[config.mk]
export PLATFORM = sky130hd
export DESIGN_NAME = tpu_ctrl
export DESIGN_NICKNAME = d
export VERILOG_FILES = /design/src/rtl/tpu_ctrl_pkg.sv /design/src/rtl/tpu_ctrl_xfer_cnt.sv /design/src/rtl/tpu_ctrl.sv
export SDC_FILE = /design/constraint.sdc
export NUM_CORES = 1
export LEC_CHECK = 0
export ABC_AREA = 1
export CAP_MARGIN = 10
export CORE_MARGIN = 5
export CORE_UTILIZATION = 37
export DETAILED_ROUTE_END_ITERATION = 8
export PLACE_DENSITY = 0.88
export SYNTH_ARGS = -nofsm -noshare
export SYNTH_HDL_FRONTEND = slang
export SYNTH_SLANG_ARGS = --single-unit
[constraint.sdc]
create_clock -name clk -period 4.7 [get_ports clk]
set_clock_uncertainty 0.15 [all_clocks]
set_input_delay 0.47 -clock clk [delete_from_list [all_inputs] [get_ports clk]]
set_output_delay 0.47 -clock clk [all_outputs]
set_load 0.005 [all_outputs]
[src/rtl/tpu_ctrl_pkg.sv]
// Shared definitions for the tpu_ctrl GEMM sequencer: state encoding and parameter defaults.
package tpu_ctrl_pkg;

    localparam int WORD_W_DEF = 32;
    localparam int ADDR_W_DEF = 8;
    localparam int DIM_W_DEF  = 5;

    typedef enum logic [2:0] {
        ST_IDLE,
        ST_RD,
        ST_WAIT,
        ST_WR,
        ST_DONE
    } state_e;

endpackage

[src/rtl/tpu_ctrl_xfer_cnt.sv]
// Transfer-length counter with synchronous clear/increment and a flag marking the final element.
module tpu_ctrl_xfer_cnt
    import tpu_ctrl_pkg::*;
#(
    parameter int ADDR_W = ADDR_W_DEF
) (
    input  logic              clk,
    input  logic              rst_n,
    input  logic              clr_i,
    input  logic              inc_i,
    input  logic [ADDR_W-1:0] len_i,
    output logic [ADDR_W-1:0] cnt_o,
    output logic              last_o
);

    logic [ADDR_W-1:0] cnt_q, cnt_d;

    always_comb begin
        cnt_d = cnt_q;
        if (clr_i) begin
            cnt_d = '0;
        end else if (inc_i) begin
            cnt_d = cnt_q + ADDR_W'(1);
        end
    end

    always_ff @(posedge clk or negedge rst_n) begin
        if (!rst_n) begin
            cnt_q <= '0;
        end else begin
            cnt_q <= cnt_d;
        end
    end

    // A zero length has no last element, so the flag stays low.
    assign cnt_o  = cnt_q;
    assign last_o = (len_i != '0) && (cnt_q == len_i - ADDR_W'(1));

endmodule

[src/rtl/tpu_ctrl.sv]
// GEMM sequencer: streams k operand words from GBUFF_A/B into the tpu, drains m results into GBUFF_OUT.
// Define TPU_CTRL_PERF_EN to add the perf_cycles_o/perf_stall_o performance counters.
module tpu_ctrl
    import tpu_ctrl_pkg::*;
#(
    parameter int WORD_W = WORD_W_DEF,
    parameter int ADDR_W = ADDR_W_DEF,
    parameter int DIM_W  = DIM_W_DEF
) (
    input  logic              clk,
    input  logic              rst_n,
    input  logic              start_i,
    input  logic [DIM_W-1:0]  m_i,
    input  logic [DIM_W-1:0]  n_i,
    input  logic [DIM_W-1:0]  k_i,
    output logic              busy_o,
    output logic              done_o,
    output logic [ADDR_W-1:0] gbuf_rd_idx_o,
    input  logic [WORD_W-1:0] gbuf_a_dout_i,
    input  logic [WORD_W-1:0] gbuf_b_dout_i,
    output logic              tpu_start_o,
    output logic [DIM_W-1:0]  tpu_n_o,
    output logic              tpu_in_valid_o,
    input  logic              tpu_in_ready_i,
    output logic [WORD_W-1:0] tpu_a_o,
    output logic [WORD_W-1:0] tpu_b_o,
    input  logic              tpu_out_valid_i,
    output logic              tpu_out_ready_o,
    input  logic [WORD_W-1:0] tpu_out_i,
    output logic              gbuf_o_wr_en_o,
    output logic [ADDR_W-1:0] gbuf_o_idx_o,
`ifdef TPU_CTRL_PERF_EN
    output logic [31:0]       perf_cycles_o,
    output logic [31:0]       perf_stall_o,
`endif
    output logic [WORD_W-1:0] gbuf_o_din_o
);

    state_e            state_q;
    logic [DIM_W-1:0]  m_q, n_q, k_q;
    logic              busy_q, done_q, in_valid_q, out_ready_q;
    logic              accept, rd_hs, wr_hs, rd_last, wr_last;
    logic [ADDR_W-1:0] rd_cnt, wr_cnt;

    assign accept = start_i && (state_q == ST_IDLE);
    assign rd_hs  = in_valid_q && tpu_in_ready_i;
    assign wr_hs  = out_ready_q && tpu_out_valid_i;

    // Handshake-qualified outputs are registered flags so they toggle exactly on state entry/exit.
    always_ff @(posedge clk or negedge rst_n) begin
        if (!rst_n) begin
            state_q     <= ST_IDLE;
            m_q         <= '0;
            n_q         <= '0;
            k_q         <= '0;
            busy_q      <= 1'b0;
            done_q      <= 1'b0;
            in_valid_q  <= 1'b0;
            out_ready_q <= 1'b0;
        end else begin
            case (state_q)
                ST_IDLE: begin
                    if (start_i) begin
                        m_q    <= m_i;
                        n_q    <= n_i;
                        k_q    <= k_i;
                        busy_q <= 1'b1;
                        if ((m_i == '0) || (k_i == '0)) begin
                            state_q <= ST_DONE;
                            done_q  <= 1'b1;
                        end else begin
                            state_q    <= ST_RD;
                            in_valid_q <= 1'b1;
                        end
                    end
                end
                ST_RD: begin
                    if (rd_hs && rd_last) begin
                        state_q    <= ST_WAIT;
                        in_valid_q <= 1'b0;
                    end
                end
                ST_WAIT: begin
                    state_q     <= ST_WR;
                    out_ready_q <= 1'b1;
                end
                ST_WR: begin
                    if (wr_hs && wr_last) begin
                        state_q     <= ST_DONE;
                        out_ready_q <= 1'b0;
                        done_q      <= 1'b1;
                    end
                end
                ST_DONE: begin
                    state_q <= ST_IDLE;
                    done_q  <= 1'b0;
                    busy_q  <= 1'b0;
                end
                default: begin
                    state_q <= ST_IDLE;
                end
            endcase
        end
    end

    tpu_ctrl_xfer_cnt #(.ADDR_W(ADDR_W)) u_rd_cnt (
        .clk    (clk),
        .rst_n  (rst_n),
        .clr_i  ((state_q == ST_WAIT) || (state_q == ST_DONE)),
        .inc_i  (rd_hs),
        .len_i  (ADDR_W'(k_q)),
        .cnt_o  (rd_cnt),
        .last_o (rd_last)
    );

    tpu_ctrl_xfer_cnt #(.ADDR_W(ADDR_W)) u_wr_cnt (
        .clk    (clk),
        .rst_n  (rst_n),
        .clr_i  (state_q == ST_DONE),
        .inc_i  (wr_hs),
        .len_i  (ADDR_W'(m_q)),
        .cnt_o  (wr_cnt),
        .last_o (wr_last)
    );

    // tpu_start is gated by rst_n so every output reads zero while reset is asserted.
    assign tpu_start_o     = accept && rst_n;
    assign busy_o          = busy_q;
    assign done_o          = done_q;
    assign tpu_n_o         = n_q;
    assign tpu_in_valid_o  = in_valid_q;
    assign gbuf_rd_idx_o   = in_valid_q ? rd_cnt : '0;
    assign tpu_a_o         = in_valid_q ? gbuf_a_dout_i : '0;
    assign tpu_b_o         = in_valid_q ? gbuf_b_dout_i : '0;
    assign tpu_out_ready_o = out_ready_q;
    assign gbuf_o_wr_en_o  = wr_hs;
    assign gbuf_o_idx_o    = wr_hs ? wr_cnt : '0;
    assign gbuf_o_din_o    = wr_hs ? tpu_out_i : '0;

`ifdef TPU_CTRL_PERF_EN
    logic [31:0] perf_cycles_q, perf_stall_q;
    logic        stall_now;

    assign stall_now = (in_valid_q && !tpu_in_ready_i) || (out_ready_q && !tpu_out_valid_i);

    // The acceptance cycle counts as the first job cycle; both counters hold once busy drops.
    always_ff @(posedge clk or negedge rst_n) begin
        if (!rst_n) begin
            perf_cycles_q <= '0;
            perf_stall_q  <= '0;
        end else if (accept) begin
            perf_cycles_q <= 32'd1;
            perf_stall_q  <= '0;
        end else if (busy_q) begin
            if (perf_cycles_q != '1) begin
                perf_cycles_q <= perf_cycles_q + 32'd1;
            end
            if (stall_now && (perf_stall_q != '1)) begin
                perf_stall_q <= perf_stall_q + 32'd1;
            end
        end
    end

    assign perf_cycles_o = perf_cycles_q;
    assign perf_stall_o  = perf_stall_q;
`endif

endmodule

# Yosys cells after proc, flatten, opt, wreduce, memory -nomap -nowiden
# Index checks and enable logic that the tools add are counted.
# word_totals
regBits,38
wordCells,78
n_memories,0
rom_bits,0
ram_bits,0
latch_bits,0
# classes
order_cmp,0
shifts,0
bitwise,0
muxes,26
add_sub_neg,4
mul,0
eq_ne,11
div_mod_pow,0
reduce_logical,27
# op_table
cell,n
32-bit 2-to-1 mux,3
8-bit 2-to-1 mux,6
8-bit by 1-bit adder with 8-bit output (second input constant),2
8-bit == test,2
8-bit nonzero test,2
3-bit 2-to-1 mux,4
3-bit case mux with 4 select lines,1
5-bit by 1-bit subtractor with 6-bit output (second input constant),2
5-bit logical NOT,2
2-bit nonzero test,5
1-bit logical AND,8
1-bit 2-to-1 mux,8
2-bit != test (second input constant),4
4-bit AND reduction,2
3-bit by 2-bit == test with 1-bit output (second input constant),2
1-bit case mux with 2 select lines,3
2-bit AND reduction,3
3-bit by 1-bit == test with 1-bit output (second input constant),1
3-bit == test (second input constant),1
3-bit logical NOT,1
1-bit case mux with 3 select lines,1
3-bit AND reduction,1
3-bit nonzero test,1
1-bit logical OR,2
2-bit by 1-bit != test with 1-bit output (second input constant),1

# Longest topological paths before layout
# Gate-level depths: netlist of run 1.
# logic_depth
depth_word,6
ltp_mapped,14
ltp_nobuf,14

# Modules after synthesis
# Synthesis of run 1 repeated with hierarchy kept, for this count alone.
# hier_totals
cells_unflattened,621
area_unflattened_um2,3414.5
# by_module_without_submodules
module,seq_area_each_um2,area_each_um2,instances,cells_each
tpu_ctrl,550.5,1920.6,1,365
tpu_ctrl_xfer_cnt,200.2,747.0,2,128

# Worst setup path before layout of run 1
# No wires, ideal clock.
# synth_timing
path_kind,register to register
startpoint,reg k_q[0]
endpoint,reg in_valid_q (netlist: tpu_in_valid_o)
arrival_time_ps,1441
setup_slack_ps,2992
path_stages_with_launch,15
n_path_buf,0
path_cell_list,dfrtp_1 > inv_1 > ha_1 > nand2_1 > inv_1 > nor2_1 > nand2_1 > nor2_1 > nand2_1 > nor2_1 > nand2_1 > nand2_2 > nand3_1 > nand2_1 > nand2_1
# synth_between
elab_chain_cells,6
# synth_rtl
item,line,source
from (decl),tpu_ctrl.sv:40,"logic [DIM_W-1:0] m_q, n_q, k_q;"
from (signal assigned),tpu_ctrl.sv:66,k_q <= k_i;
5-bit by 1-bit subtractor with 6-bit output,tpu_ctrl_xfer_cnt.sv:37,assign last_o = (len_i != '0) && (cnt_q == len_i - ADDR_W'(1));
8-bit == test,tpu_ctrl_xfer_cnt.sv:37,
1-bit logical AND (*),tpu_ctrl_xfer_cnt.sv:37,
1-bit logical AND (*),tpu_ctrl.sv:78,if (rd_hs && rd_last) begin
2-bit != test (no line) (*),-,
4-bit AND reduction (no line) (*),-,
to (signal assigned),tpu_ctrl.sv:58,in_valid_q <= 1'b0;
to (signal assigned),tpu_ctrl.sv:73,in_valid_q <= 1'b1;
to (signal assigned),tpu_ctrl.sv:80,in_valid_q <= 1'b0;
to (decl),tpu_ctrl.sv:41,"logic busy_q, done_q, in_valid_q, out_ready_q;"
# Mark *: on every way between the ends. The rest lies on a longest branch, timed or not.
# A chain may end at the register's enable or synchronous reset.

# Worst setup path in the final report of run 1
# layout_timing
startpoint,reg in_valid_q (netlist: tpu_in_valid_o)
endpoint,out tpu_b_o[0]
# layout_between
elab_chain_cells,1
# layout_rtl
item,line,source
32-bit 2-to-1 mux,tpu_ctrl.sv:134,assign tpu_b_o = in_valid_q ? gbuf_b_dout_i : '0;
to (decl),tpu_ctrl.sv:26,"output logic [WORD_W-1:0] tpu_b_o,"
# Every way passes these cells.

==> results, run 1 <==
- The flow ran to the end, and the final reports show no timing, DRC or antenna violations.
- The achievable frequency is ~350 MHz.
- For the worst setup path, the data required time is about 4.1 ns.
- The number of placement rows is 33.
- The met3 usage in global routing is 0.0675.
- The routing usage on met2 is 0.418.
- After detailed routing, the number of vias per cell comes to roughly 4.5.
- The final period demand of the worst path is 2.86 ns.
- After clock tree synthesis, the clock-pin slew on the worst setup and hold paths is ~0.070 ns.
- roughly 240 I/O pins were placed.
- TritonCTS built the clock tree.
- At the worst endpoint, the arrival time is 2.24 ns.
- The total core area is just over 8000 µm².
- For this design the static power due to leakage is around 3 nW.
- The area of all placed cells without fillers is roughly 5600 µm².
- The congestion estimate from routability-driven global placement came to 0.877.
- Once placement finished, the instance area stood at about 5500 µm².
- By area the synthesized netlist is led by sky130_fd_sc_hd__dfrtp_1, sky130_fd_sc_hd__nand2_1, sky130_fd_sc_hd__inv_1.
- The via count of the first global-routing pass was between 3,000 and 4,000.
- The DRC marker count from the first detailed-route iteration is roughly 140.
- The H-tree generated during clock tree synthesis spans 2 levels.
- For this design, the CTS-stage hold fixing added 0 buffers.
- The internal power component is approximately 1.4 mW.
- After clock tree synthesis, the repair step resized 0 gates.
- Measured along the x axis, the die boundary spans 101 µm.
- When the netlist entered floorplanning its net count stood at 652.
- The clock drives 38 sinks.
- The summed negative setup slack over all endpoints is 0 ns.
- The fill cell instance count of the final layout is approximately 650.
- For the pin with the worst max-slew slack, the measured transition is approximately 1.1 ns.
- The maximum clock insertion buffer count is 2.
- For this block, the routed nets add up to 11.8 mm of wire.
- Summed over all nets, the switching power comes to about 1.1 mW.
- The share of the Yosys chip area taken by registers is 0.307.
- The first detailed-routing pass ran for 5 iterations.
- For this run, the number of Yosys warnings is 0.
- The height of the die is around 100 µm.
- The final layout contains about 880 nets.
- The tool flagged a number of max-cap violations equal to 0.
- After detailed routing, the number of remaining DRC violations is 0.
- The worst supply voltage drop on vdd is 0.000206 V.
- The initial core utilization is 0.378.
- The number of different library cells in the post-synthesis netlist is 29.
- Clock tree synthesis inserted a total of 5 buffers.
- STA classifies the critical path endpoint as an output port.
- The fraction of synthesized cell area taken by the top area cell type is 0.307.
- The number of antenna diodes in the final layout is 0.
- The total standard cell area after synthesis is ~3100 µm².
- In the global route stage, overall resource usage came out at 0.225.
- The global-route wire length before repair is ~19 mm.
- The worst register-to-register path has a depth of 11.
- The routed layout has roughly 3,900 vias.
- Synthesis inferred 38 register bits.
- The type of the worst setup path is flip-flop to output port.
- The clock reaches the later pin of the worst-skew pair after roughly 0.30 ns.
- The global-route met1 utilization is 0.254.
- Of the total power, the share spent switching nets is 0.428.
- The instance count of the mapped netlist is ~530.
- The maximum number of pins on one net before global-route repair is 76.
- The count of nets left with antenna violations after detail routing is 0.
- The number of input and output port buffers inserted is ~240.
- The overall overflow remaining after global route is 0.
- The final hold violation count was 0.
- Setup repair after global routing left no endpoint under its margin.
- The global-route layer with the greatest usage is met2.
- The floorplan step defined a die boundary enclosing a little over 10,000 µm².
- The average footprint of a synthesized cell is 5.82 µm².
- The final max-slew violation count is 0.
- The combinational cell fraction of total power is 0.630.
- Dividing the detail-routed wire length by the instance count gives 13.5 µm.
- The sequential share of power is 0.274.
- In this run the clock root is driven by a sky130_fd_sc_hd__clkbuf_8.
- The share of total power dissipated in the clock network is 0.095.
- The startpoint class of the critical path is a flip-flop.
- Power spread over the standard cell area amounts to 437 nW/µm².
- After clock tree synthesis, the setup repair step added 0 buffers.
- The fraction of the cycle the final worst path needs is 0.608.
- Summed over all nets, the half-perimeter wirelength after detailed placement is roughly 10 mm.
- The setup check on the worst reg-to-reg path leaves a slack of 2.04 ns.
- The worst register-to-register path begins at tpu_in_valid_o.
- The layout cell share with drive strength beyond 1 is 0.0563.
- The dominant cell type by area after synthesis is sky130_fd_sc_hd__dfrtp_1.
- The remaining max-slew budget at the tightest pin is 0.235.
- The capture point of the worst reg-to-reg path is tpu_in_valid_o.
- The number of failing setup endpoints in the final timing report is 0.
- The largest fanout of any net on the critical path is 75.
- The area growth from synthesis to final layout is 82.2%.
- The tightest min-delay check is of the input pin to async pin type.
- The initial antenna violation count is 0.
## worst max path at each step
stage,start,to,slack (ns)
3_3_place_gp,tpu_out_valid_i,gbuf_o_idx_o[0],1.94
5_1_grt,tpu_in_valid_o,tpu_a_o[20],1.65
2_1_floorplan,k_q[0],tpu_in_valid_o,2.99
3_5_place_dp,tpu_out_valid_i,gbuf_o_idx_o[0],1.88
6_report,tpu_in_valid_o,tpu_b_o[0],1.84
4_1_cts,tpu_in_valid_o,tpu_b_o[0],1.82
## flip-flops by register name, summed over array words and instances, names as in the netlist
signal / count
state_q: 3
m_q: 5
u_wr_cnt.cnt_o: 8
k_q: 5
u_rd_cnt.cnt_o: 8
tpu_n_o: 5
tpu_in_valid_o: 1
tpu_out_ready_o: 1
busy_o: 1
done_o: 1
## cell usage in the layout (no fill, tap or decap), types with 2 or more instances in the layout
| cell type | Yosys | layout |
|---|---|---|
| sky130_fd_sc_hd__clkdlybuf4s50_1 | 0 | 237 |
| sky130_fd_sc_hd__nand2_1 | 157 | 157 |
| sky130_fd_sc_hd__inv_1 | 146 | 146 |
| sky130_fd_sc_hd__nor2_1 | 70 | 70 |
| sky130_fd_sc_hd__dfrtp_1 | 38 | 37 |
| sky130_fd_sc_hd__nand3_1 | 22 | 22 |
| sky130_fd_sc_hd__a21oi_1 | 14 | 14 |
| sky130_fd_sc_hd__o21ai_0 | 11 | 11 |
| sky130_fd_sc_hd__nor3_1 | 10 | 10 |
| sky130_fd_sc_hd__inv_2 | 7 | 7 |
| sky130_fd_sc_hd__nor2_2 | 7 | 7 |
| sky130_fd_sc_hd__nand2_2 | 6 | 6 |
| sky130_fd_sc_hd__clkbuf_8 | 0 | 6 |
| sky130_fd_sc_hd__mux2_2 | 5 | 5 |
| sky130_fd_sc_hd__ha_1 | 4 | 4 |
| sky130_fd_sc_hd__nand4_1 | 3 | 3 |
| sky130_fd_sc_hd__a211oi_1 | 3 | 3 |
| sky130_fd_sc_hd__a21oi_2 | 2 | 2 |
| sky130_fd_sc_hd__mux2_4 | 2 | 2 |
| sky130_fd_sc_hd__o21ai_1 | 2 | 2 |
## per-stage QoR
step,hold WS (ns),utilization,power [mW],setup WS [ns],std cells
after global placement,0.313,0.678,2.17,1.94,861
after detailed placement,0.331,0.678,2.23,1.88,861
after global routing,0.119,0.689,2.70,1.65,869
final,0.0683,0.689,2.46,1.84,869
after CTS,0.0856,0.689,2.48,1.82,869
after floorplan,0.0244,-,1.43,2.99,532
## layer usage
metal	up-vias	share of wire	wire (µm)
met5	-	0	0
met4	0	0.014	159
met3	15	0.071	839
met2	146	0.54	6370
met1	1758	0.37	4400
li1	2001	-	-
## kinds of logic (layout without fill, tap and decap cells)
logic type               Yosys count  in the layout  synth area share
multiplexers                       7              7            0.0279
flip-flops                        38             38             0.307
buffers and inverters            168            400             0.207
AND/OR/NAND/NOR                  280            280             0.378
adder cells (fa/ha/maj)            4              4            0.0162
AO/OA/AOI/OAI                     35             35            0.0635
## final cells by class
class                   instances  area, µm²  area share
repair buffers                239       2380       0.423
inverters                     153        574       0.102
clock buffers                   7       86.3      0.0153
flip-flops and latches         38        952       0.169
well taps                     105        131      0.0233
multi-input cells             326       1500       0.267
clock inverters                 1       5.00    0.000888
## power by group through the flow
stage | Combinational (mW) | Clock [mW] | Sequential, mW
after floorplan | 0.858 | 0 | 0.569
after global placement | 1.50 | 0 | 0.669
after detailed placement | 1.56 | 0 | 0.679
after CTS | 1.56 | 0.242 | 0.673
after global routing | 1.74 | 0.259 | 0.704
final | 1.55 | 0.234 | 0.675
## Yosys cell counts
| master | number |
|---|---|
| sky130_fd_sc_hd__a211oi_1 | 3 |
| sky130_fd_sc_hd__a21oi_1 | 14 |
| sky130_fd_sc_hd__a21oi_2 | 2 |
| sky130_fd_sc_hd__a31oi_1 | 1 |
| sky130_fd_sc_hd__buf_2 | 2 |
| sky130_fd_sc_hd__buf_6 | 1 |
| sky130_fd_sc_hd__clkbuf_1 | 12 |
| sky130_fd_sc_hd__dfrtp_1 | 38 |
| sky130_fd_sc_hd__ha_1 | 4 |
| sky130_fd_sc_hd__inv_1 | 146 |
| sky130_fd_sc_hd__inv_2 | 7 |
| sky130_fd_sc_hd__mux2_2 | 5 |
| sky130_fd_sc_hd__mux2_4 | 2 |
| sky130_fd_sc_hd__nand2_1 | 157 |
| sky130_fd_sc_hd__nand2_2 | 6 |
| sky130_fd_sc_hd__nand2_4 | 1 |
| sky130_fd_sc_hd__nand3_1 | 22 |
| sky130_fd_sc_hd__nand3_2 | 1 |
| sky130_fd_sc_hd__nand4_1 | 3 |
| sky130_fd_sc_hd__nor2_1 | 70 |
| sky130_fd_sc_hd__nor2_2 | 7 |
| sky130_fd_sc_hd__nor2_4 | 1 |
| sky130_fd_sc_hd__nor3_1 | 10 |
| sky130_fd_sc_hd__nor3b_4 | 1 |
| sky130_fd_sc_hd__nor4_1 | 1 |
| sky130_fd_sc_hd__o211ai_1 | 1 |
| sky130_fd_sc_hd__o21a_1 | 1 |
| sky130_fd_sc_hd__o21ai_0 | 11 |
| sky130_fd_sc_hd__o21ai_1 | 2 |
## critical path: stages, from the launching register on
cell and delay (ns):
sky130_fd_sc_hd__dfrtp_2 1.12, sky130_fd_sc_hd__nand2_1 0.13, sky130_fd_sc_hd__inv_1 0.15, sky130_fd_sc_hd__clkdlybuf4s50_1 0.53
Power figures use the tool's default switching activity.
==> run 2, diff against run 1 <==
--- a/config.mk
+++ b/config.mk
@@ -8,9 +8,9 @@
 export ABC_AREA = 1
 export CAP_MARGIN = 10
 export CORE_MARGIN = 5
-export CORE_UTILIZATION = 37
+export CORE_UTILIZATION = 34
 export DETAILED_ROUTE_END_ITERATION = 8
-export PLACE_DENSITY = 0.88
+export PLACE_DENSITY = 0.82
 export SYNTH_ARGS = -nofsm -noshare
 export SYNTH_HDL_FRONTEND = slang
 export SYNTH_SLANG_ARGS = --single-unit
==> constraint.sdc (replaced) <==
create_clock -name clk -period 3 [get_ports clk]
set_clock_uncertainty 0.15 [all_clocks]
set_input_delay 0.3 -clock clk [delete_from_list [all_inputs] [get_ports clk]]
set_output_delay 0.3 -clock clk [all_outputs]
set_load 0.005 [all_outputs]
==> run 2 against run 1 <==
Worst hold slack better by 0.27 ns. Critical path depth up 1. Combinational power up 66%. Global-route usage down 2.1 points. Sequential share of layout area down 0.19 points. Count of clock-buffer cells in the layout unchanged. Sequential power up 44%. Non-clock buffer count up 4. Core utilization down 4.2 points. Critical endpoint is now gbuf_o_idx_o[0]. Sequential cell count unchanged. First-iteration DRC count up 32%.
==> results, run 2 (synthesized netlist as in run 1, its figures left out) <==
- The routed wire length is around 12 mm.
- The count of nets left with antenna violations once routing finished came out at 0.
- The first global-routing pass estimated 18.6 mm of wire.
- From synthesis to final layout, the design area changed by 84.2%.
- The weighted congestion at the end of routability-driven global placement is 0.844.
- The region available for standard cell placement spans just under 9000 µm².
- For this design the total switching power over the nets is between 1.5 and 2 mW.
- The root buffer cell chosen for the clock tree is sky130_fd_sc_hd__clkbuf_8.
- Max-cap violations in this run came to 0.
- The H-tree was split into 2 levels.
- The internal power component is 2.30 mW.
- Leaving out fill and tap cells, the most frequent cell in the layout is sky130_fd_sc_hd__clkdlybuf4s50_1.
- The leakage power summed over all cells is 3.11 nW.
- Hold timing on the final database bottoms out at a slack of ~0.34 ns.
- The combinational cell fraction of total power is 0.646.
- Detailed placement ended at an HPWL of approximately 9.7 mm.
- TritonCTS built the clock tree.
- The worst-skew pair later-pin latency is 0.30 ns.
- Counting I/O delays and the setup requirement, the final critical path takes between 2 and 2.5 ns.
- The beginning of the worst register-to-register path is tpu_out_ready_o.
- Of the total power, the share spent switching nets is 0.422.
- The initial core utilization is 0.351.
- The share of total power dissipated in the clock network is 0.111.
- The summed negative setup slack over all endpoints is 0 ns.
- CTS saw 38 sinks.
- Post-CTS timing repair inserted 0 buffers for setup.
- Power spread over the standard cell area amounts to ~700 nW/µm².
- Of the available clock period, the critical path in the final layout requires 0.831.
- The floorplan has 34 rows.
- The achievable frequency is between 400 and 500 MHz.
- The library cells used most frequently in the layout, excluding fill and tap cells, are sky130_fd_sc_hd__clkdlybuf4s50_1, sky130_fd_sc_hd__nand2_1, sky130_fd_sc_hd__inv_1, sky130_fd_sc_hd__nor2_1, sky130_fd_sc_hd__dfrtp_1.
- The final max-slew violation count was 0.
- The nature of the critical path endpoint is an output port.
- At the worst endpoint, the required time is ~2.6 ns.
- The type of the worst setup path is input pin to output port.
- Counting cells, the worst reg-to-reg path comes to 7.
- The largest fanout of any net on the critical path is 45.
- The slew of the pin with the lowest slew margin is between 0.7 and 0.8 ns.
- The number of input and output port buffers inserted is roughly 240.
- The detailed router finished its first iteration with between 150 and 200 violations.
- The initial antenna violation count is 0.
- After detailed routing, the average wire length per cell comes to between 10 and 15 µm.
- The tightest min-delay check is of the flip-flop to flip-flop type.
- Setup repair after global routing left no endpoint under its margin.
- The worst setup path is launched from an input pin.
- The die covers roughly 11,000 µm².
- The number of buffers inserted during clock tree synthesis is 5.
- Setup violations remaining at the end of the flow were counted as 0.
- In this run the count of I/O pins placed on the die edge is 239.
- The repair_antennas step left the layout with diodes totalling 0.
- Counting the fill cells in the layout gives about 730.
- For flop-to-flop paths, the worst setup slack is about 0.82 ns.
- After clock tree synthesis, the clock-pin slew on the worst setup and hold paths is ~0.070 ns.
- The flow ran to the end, and the final reports show no timing, DRC or antenna violations.
- The via count of the first global-routing pass came to 3,804.
- The final net count is 887.
- The worst setup path endpoint is gbuf_o_idx_o[0].
- In the routed design, unresolved DRC markers number 0.
- The final hold violation count is 0.
- The worst supply voltage drop on vdd is slightly above 0.0003 V.
- For this run, the total global-route usage over all layers was measured as 0.204.
- The routed layout has about 3,800 vias.
- The arrival time at the worst endpoint is about 2.0 ns.
- The layout cell share with drive strength beyond 1 is 0.0586.
- Of the total power, registers draw 0.244.
- The worst setup path startpoint is tpu_out_valid_i.
- The remaining max-slew budget at the tightest pin is 0.492.
- The length of the first detailed-routing pass in iterations is 4.
- In this run the critical register-to-register path is captured at u_wr_cnt.cnt_o[6].
- Dividing the detail-routed via count by the number of cells gives between 4 and 5.
- The horizontal extent of the die is ~110 µm.
- The height of the die is roughly 110 µm.
- The maximum number of pins on one net before global-route repair is 46.
- The clock passes through at most 2 buffers.
- The overall overflow remaining after global route is 0.
-- run 2: cell types whose count changed in the layout (fill, tap and decap cells not counted), sizes merged --
| cell | previous run | this run |
|---|---|---|
| bufinv | 0 | 1 |
| clkinv | 1 | 0 |
| dlygate4sd3 | 0 | 1 |
| buf | 2 | 5 |
-- run 2: repair_timing --
action | CTS | global route
hold endpoints to repair | 38 | 0
resized for setup | 0 | 0
hold buffers | 1 | 0
-- run 2: final cells by class --
cell class	instances	area, µm²	share of cell area
Timing Repair Buffer	243	2430	0.426
Multi-Input combinational cell	326	1500	0.264
Sequential cell	38	952	0.167
Clock buffer	7	76.3	0.0134
Clock inverter	1	30.0	0.00527
Inverter	153	574	0.101
Tap cell	108	135	0.0237
-- run 2: how the worst min path moves through the flow --
stage | start | to | slack (ns) | cells past startpoint
global placement | rst_n | tpu_n_o[3] | 0.27 | 2
detailed placement | rst_n | u_wr_cnt.cnt_o[6] | 0.27 | 2
global route | busy_o | busy_o | 0.38 | 2
floorplan | rst_n | busy_o | -0.15 | 0
CTS | busy_o | busy_o | 0.34 | 2
finish | busy_o | busy_o | 0.34 | 2
-- run 2: power groups by stage --
stage / Clock, mW / Sequential (mW) / Combinational, mW
after floorplan: 0 / 0.892 / 1.34
after global placement: 0 / 0.969 / 2.50
after detailed placement: 0 / 0.975 / 2.57
after CTS: 0.445 / 0.968 / 2.60
after global routing: 0.466 / 1.01 / 2.89
final: 0.441 / 0.970 / 2.57
-- run 2: critical path, stage by stage --
cell and delay [ns]:
sky130_fd_sc_hd__clkdlybuf4s50_1 0.47, sky130_fd_sc_hd__nand2_2 0.41, sky130_fd_sc_hd__nor2_1 0.30, sky130_fd_sc_hd__clkdlybuf4s50_1 0.55
-- run 2: through the flow --
stage,power (mW),area [µm²],cells,util,setup slack [ns]
floorplan,2.24,3090,532,-,1.29
global placement,3.47,5580,867,0.634,0.550
detailed placement,3.55,5580,867,0.634,0.484
CTS,4.01,5700,876,0.647,0.509
global route,4.36,5700,876,0.647,0.383
finish,3.98,5700,876,0.647,0.507
-- run 2: routing by layer --
layer	routed length [µm]	vias to the layer above	track usage	part of all wire
li1	-	2000	-	-
met1	4490	1687	0.233	0.39
met2	6200	125	0.375	0.53
met3	691	20	0.0410	0.059
met4	274	0	0.0740	0.024
met5	0	-	0	0
==> run 3, diff against run 2 <==
==> constraint.sdc (replaced) <==
create_clock -name clk -period 2.39 [get_ports clk]
set_clock_uncertainty 0.15 [all_clocks]
set_input_delay 0.239 -clock clk [delete_from_list [all_inputs] [get_ports clk]]
set_output_delay 0.239 -clock clk [all_outputs]
set_load 0.005 [all_outputs]
==> run 3 against run 2 <==
Setup slack lost 0.30 ns. Critical path depth is the same. Worst hold slack gained 0.0012 ns. First-iteration DRC count shrank 12%. Core utilization grew 0.099 points. Cell count grew 0.11%. Clock power grew 7.0%. Final area grew 0.15%. Count of clock-buffer cells in the layout shrank 1. Sequential share of layout area is essentially flat.
==> results, run 3 (synthesized netlist as in run 1, its figures left out) <==
- At the worst endpoint, the required time is approximately 2.0 ns.
- The floorplan step defined a die boundary enclosing around 11,000 µm².
- The critical path is of the flip-flop to output port type.
- The switching portion of total power is 0.428.
- In the final layout, the share of cells above drive strength 1 is 0.0624.
- The clock share of power is 0.096.
- The utilization of the core after routing is 0.648.
- In this run the tightest slew margin relative to its limit is 0.672.
- The clock root buffer is sky130_fd_sc_hd__clkbuf_8.
- The internal power of the cells totals 2.82 mW.
- 0 antenna diodes ended up in the layout.
- The power per standard cell area is ~860 nW/µm².
- The area growth from synthesis to final layout is 84.5%.
- The CTS tree is done.
- The routed wirelength normalized by instance count is approximately 13 µm.
- The total net switching power is around 2.1 mW.
- The global-route wire length before repair is 18.7 mm.
- Once layout is complete, the cells apart from fillers number 877.
- Across the run, the number of max-cap violations was 0.
- The leakage power summed over all cells is between 3 and 4 nW.
- The library cells used most frequently in the layout, excluding fill and tap cells, are sky130_fd_sc_hd__clkdlybuf4s50_1, sky130_fd_sc_hd__nand2_1, sky130_fd_sc_hd__inv_1, sky130_fd_sc_hd__nor2_1, sky130_fd_sc_hd__dfrtp_1.
- The CTS H-tree depth is 2.
- Counting the fill cells in the layout gives between 700 and 800.
- Clock tree synthesis inserted a total of 5 buffers.
- The number of input and output port buffers inserted is around 240.
- The worst supply voltage drop on vdd is roughly 0.00032 V.
- The initial core utilization is 0.351.
- For the worst-skew pair, the clock arrives at the later sink with an insertion delay of about 0.31 ns.
- The length of the first detailed-routing pass in iterations is 5.
- Leaving out fill and tap cells, the most frequent cell in the layout is sky130_fd_sc_hd__clkdlybuf4s50_1.
- For the worst setup path, the data arrival time is 1.80 ns.
- The congestion estimate from routability-driven global placement came to 0.860.
- The path class of the tightest hold or removal check is flip-flop to flip-flop.
- In the global route stage, met3 resource usage came out at 0.0403.
- The largest fanout of any net on the critical path is 25.
- In the final design database the tool counted roughly 900 nets.
- The slew of the pin with the lowest slew margin is 0.492 ns.
- Of the total power, combinational logic draws 0.660.
- CTS saw 38 sinks.
- The number of post-CTS setup repair buffers is 0.
- The worst path in the final design needs a cycle of between 2 and 2.5 ns, including I/O delays and setup.
- The area of all placed cells without fillers is 5710 µm².
- The flow ran to the end, and the final reports show no timing, DRC or antenna violations.
- The total DRC errors in the routed layout is 0.
- The initial antenna violation count came to 0.
- The global-route usage over all layers is 0.205.
- In the final timing run, aggregate negative setup slack is 0 ns.
- The startpoint class of the critical path is a flip-flop.
- In this run the critical register-to-register path is launched from k_q[0].
- The clock transition at the register clock pins on the worst setup and hold paths after CTS is around 0.070 ns.
- The core region is around 8800 µm².
- The horizontal extent of the die is between 100 and 150 µm.
- Entering global routing, the biggest net connects 41 pins.
- Setup violations remaining at the end of the flow were counted as 0.
- The worst stage delay on the critical path is approximately 0.50 ns.
- The area after detailed placement is ~5600 µm².
- met2 is the most crowded layer.
- After global routing the overflow that remains totals 0.
- The via count of the routed design is between 3,000 and 4,000.
- The final layout contains routed wiring with a total length of approximately 12 mm.
- In this run, the number of DRC markers left after iteration 0 of detailed routing was around 160.
- The detail route stage leaves a number of antenna-violating nets equal to 0.
- The height of the die is 105 µm.
- The global-route met1 utilization is 0.230.
- The signal on the critical path passes through buf_4, nand2_1, inv_1, clkdlybuf4s50_1.
- STA classifies the critical path endpoint as an output port.
- Timing would allow up to ~460 MHz.
- The final hold violation count is 0.
- The number of placement rows is 34.
- Setup repair after global routing left no endpoint under its margin.
- The via count of the first global-routing pass was approximately 4,000.
- The share of total power dissipated in sequential elements is 0.244.
- The final max-slew violation count is 0.
- 239 I/O pins were placed.
- The half-perimeter wire length after placement is slightly below 10 mm.
- The worst setup path startpoint is tpu_in_valid_o.
- Counting along the longest clock path gives a buffer depth of 2.
- The routing usage on met2 is 0.378.
- The number of placed instances, taps included is about 870.
- The fraction of the cycle the final worst path needs is 0.915.
- The number of vias per cell after detailed routing is 4.45.
- The worst hold path begins at busy_o.
- The reg2reg setup slack is 0.42 ns.
- On the critical path, the stage with the largest delay is an instance of sky130_fd_sc_hd__dfrtp_2.
## run 3: worst paths after layout
path | to | cells after the start
worst max-delay path | tpu_b_o[0] | 4
worst min register to register | busy_o | 2
worst min-delay path | busy_o | 2
min in group asynchronous | u_rd_cnt.cnt_o[0] | 3
worst max register to register | tpu_in_valid_o | 14
max in group asynchronous | tpu_in_valid_o | 3
## run 3: metal layers
| layer | wire length, µm | vias up |
|---|---|---|
| li1 | - | 2006 |
| met3 | 716 | 26 |
| met5 | 0 | - |
| met2 | 6040 | 156 |
| met1 | 4540 | 1717 |
| met4 | 306 | 0 |
## run 3: final cells by class
cell class	count	area [µm²]	area share
Timing Repair Buffer	244	2450	0.429
Tap cell	108	135	0.0237
Inverter	153	574	0.101
Clock buffer	6	82.6	0.0145
Multi-Input combinational cell	326	1500	0.263
Sequential cell	38	952	0.167
Clock inverter	2	12.5	0.00219
## run 3: power groups by stage
stage               Combinational [mW]  Clock (mW)  Sequential, mW
CTS                               3.28       0.485            1.20
global route                      3.63       0.511            1.25
finish                            3.26       0.472            1.21
detailed placement                3.26           0            1.21
global placement                  3.18           0            1.20
floorplan                         1.69           0            1.12
## run 3: what timing repair did
action / CTS / global route
endpoints found under the setup margin: 0 / 0
resized for setup: 0 / 0
hold endpoints to repair: 38 / 0
hold buffers: 1 / 0
## run 3: per-stage QoR
| stage | power [mW] | hold slack, ns | worst slack [ns] |
|---|---|---|---|
| 2_1_floorplan | 2.81 | -0.207 | 0.682 |
| 3_3_place_gp | 4.38 | 0.208 | 0.309 |
| 3_5_place_dp | 4.47 | 0.208 | 0.276 |
| 4_1_cts | 4.97 | 0.343 | 0.186 |
| 5_1_grt | 5.40 | 0.368 | 0.0614 |
| 6_report | 4.93 | 0.338 | 0.204 |
## run 3: worst max-delay path, delay by kind of cell, from the launching register on
| kind | cells | cell delay [ns] |
|---|---|---|
| flip-flops | 1 | 0.50 |
| AND/OR/NAND/NOR | 1 | 0.13 |
| buffers and inverters | 3 | 0.87 |
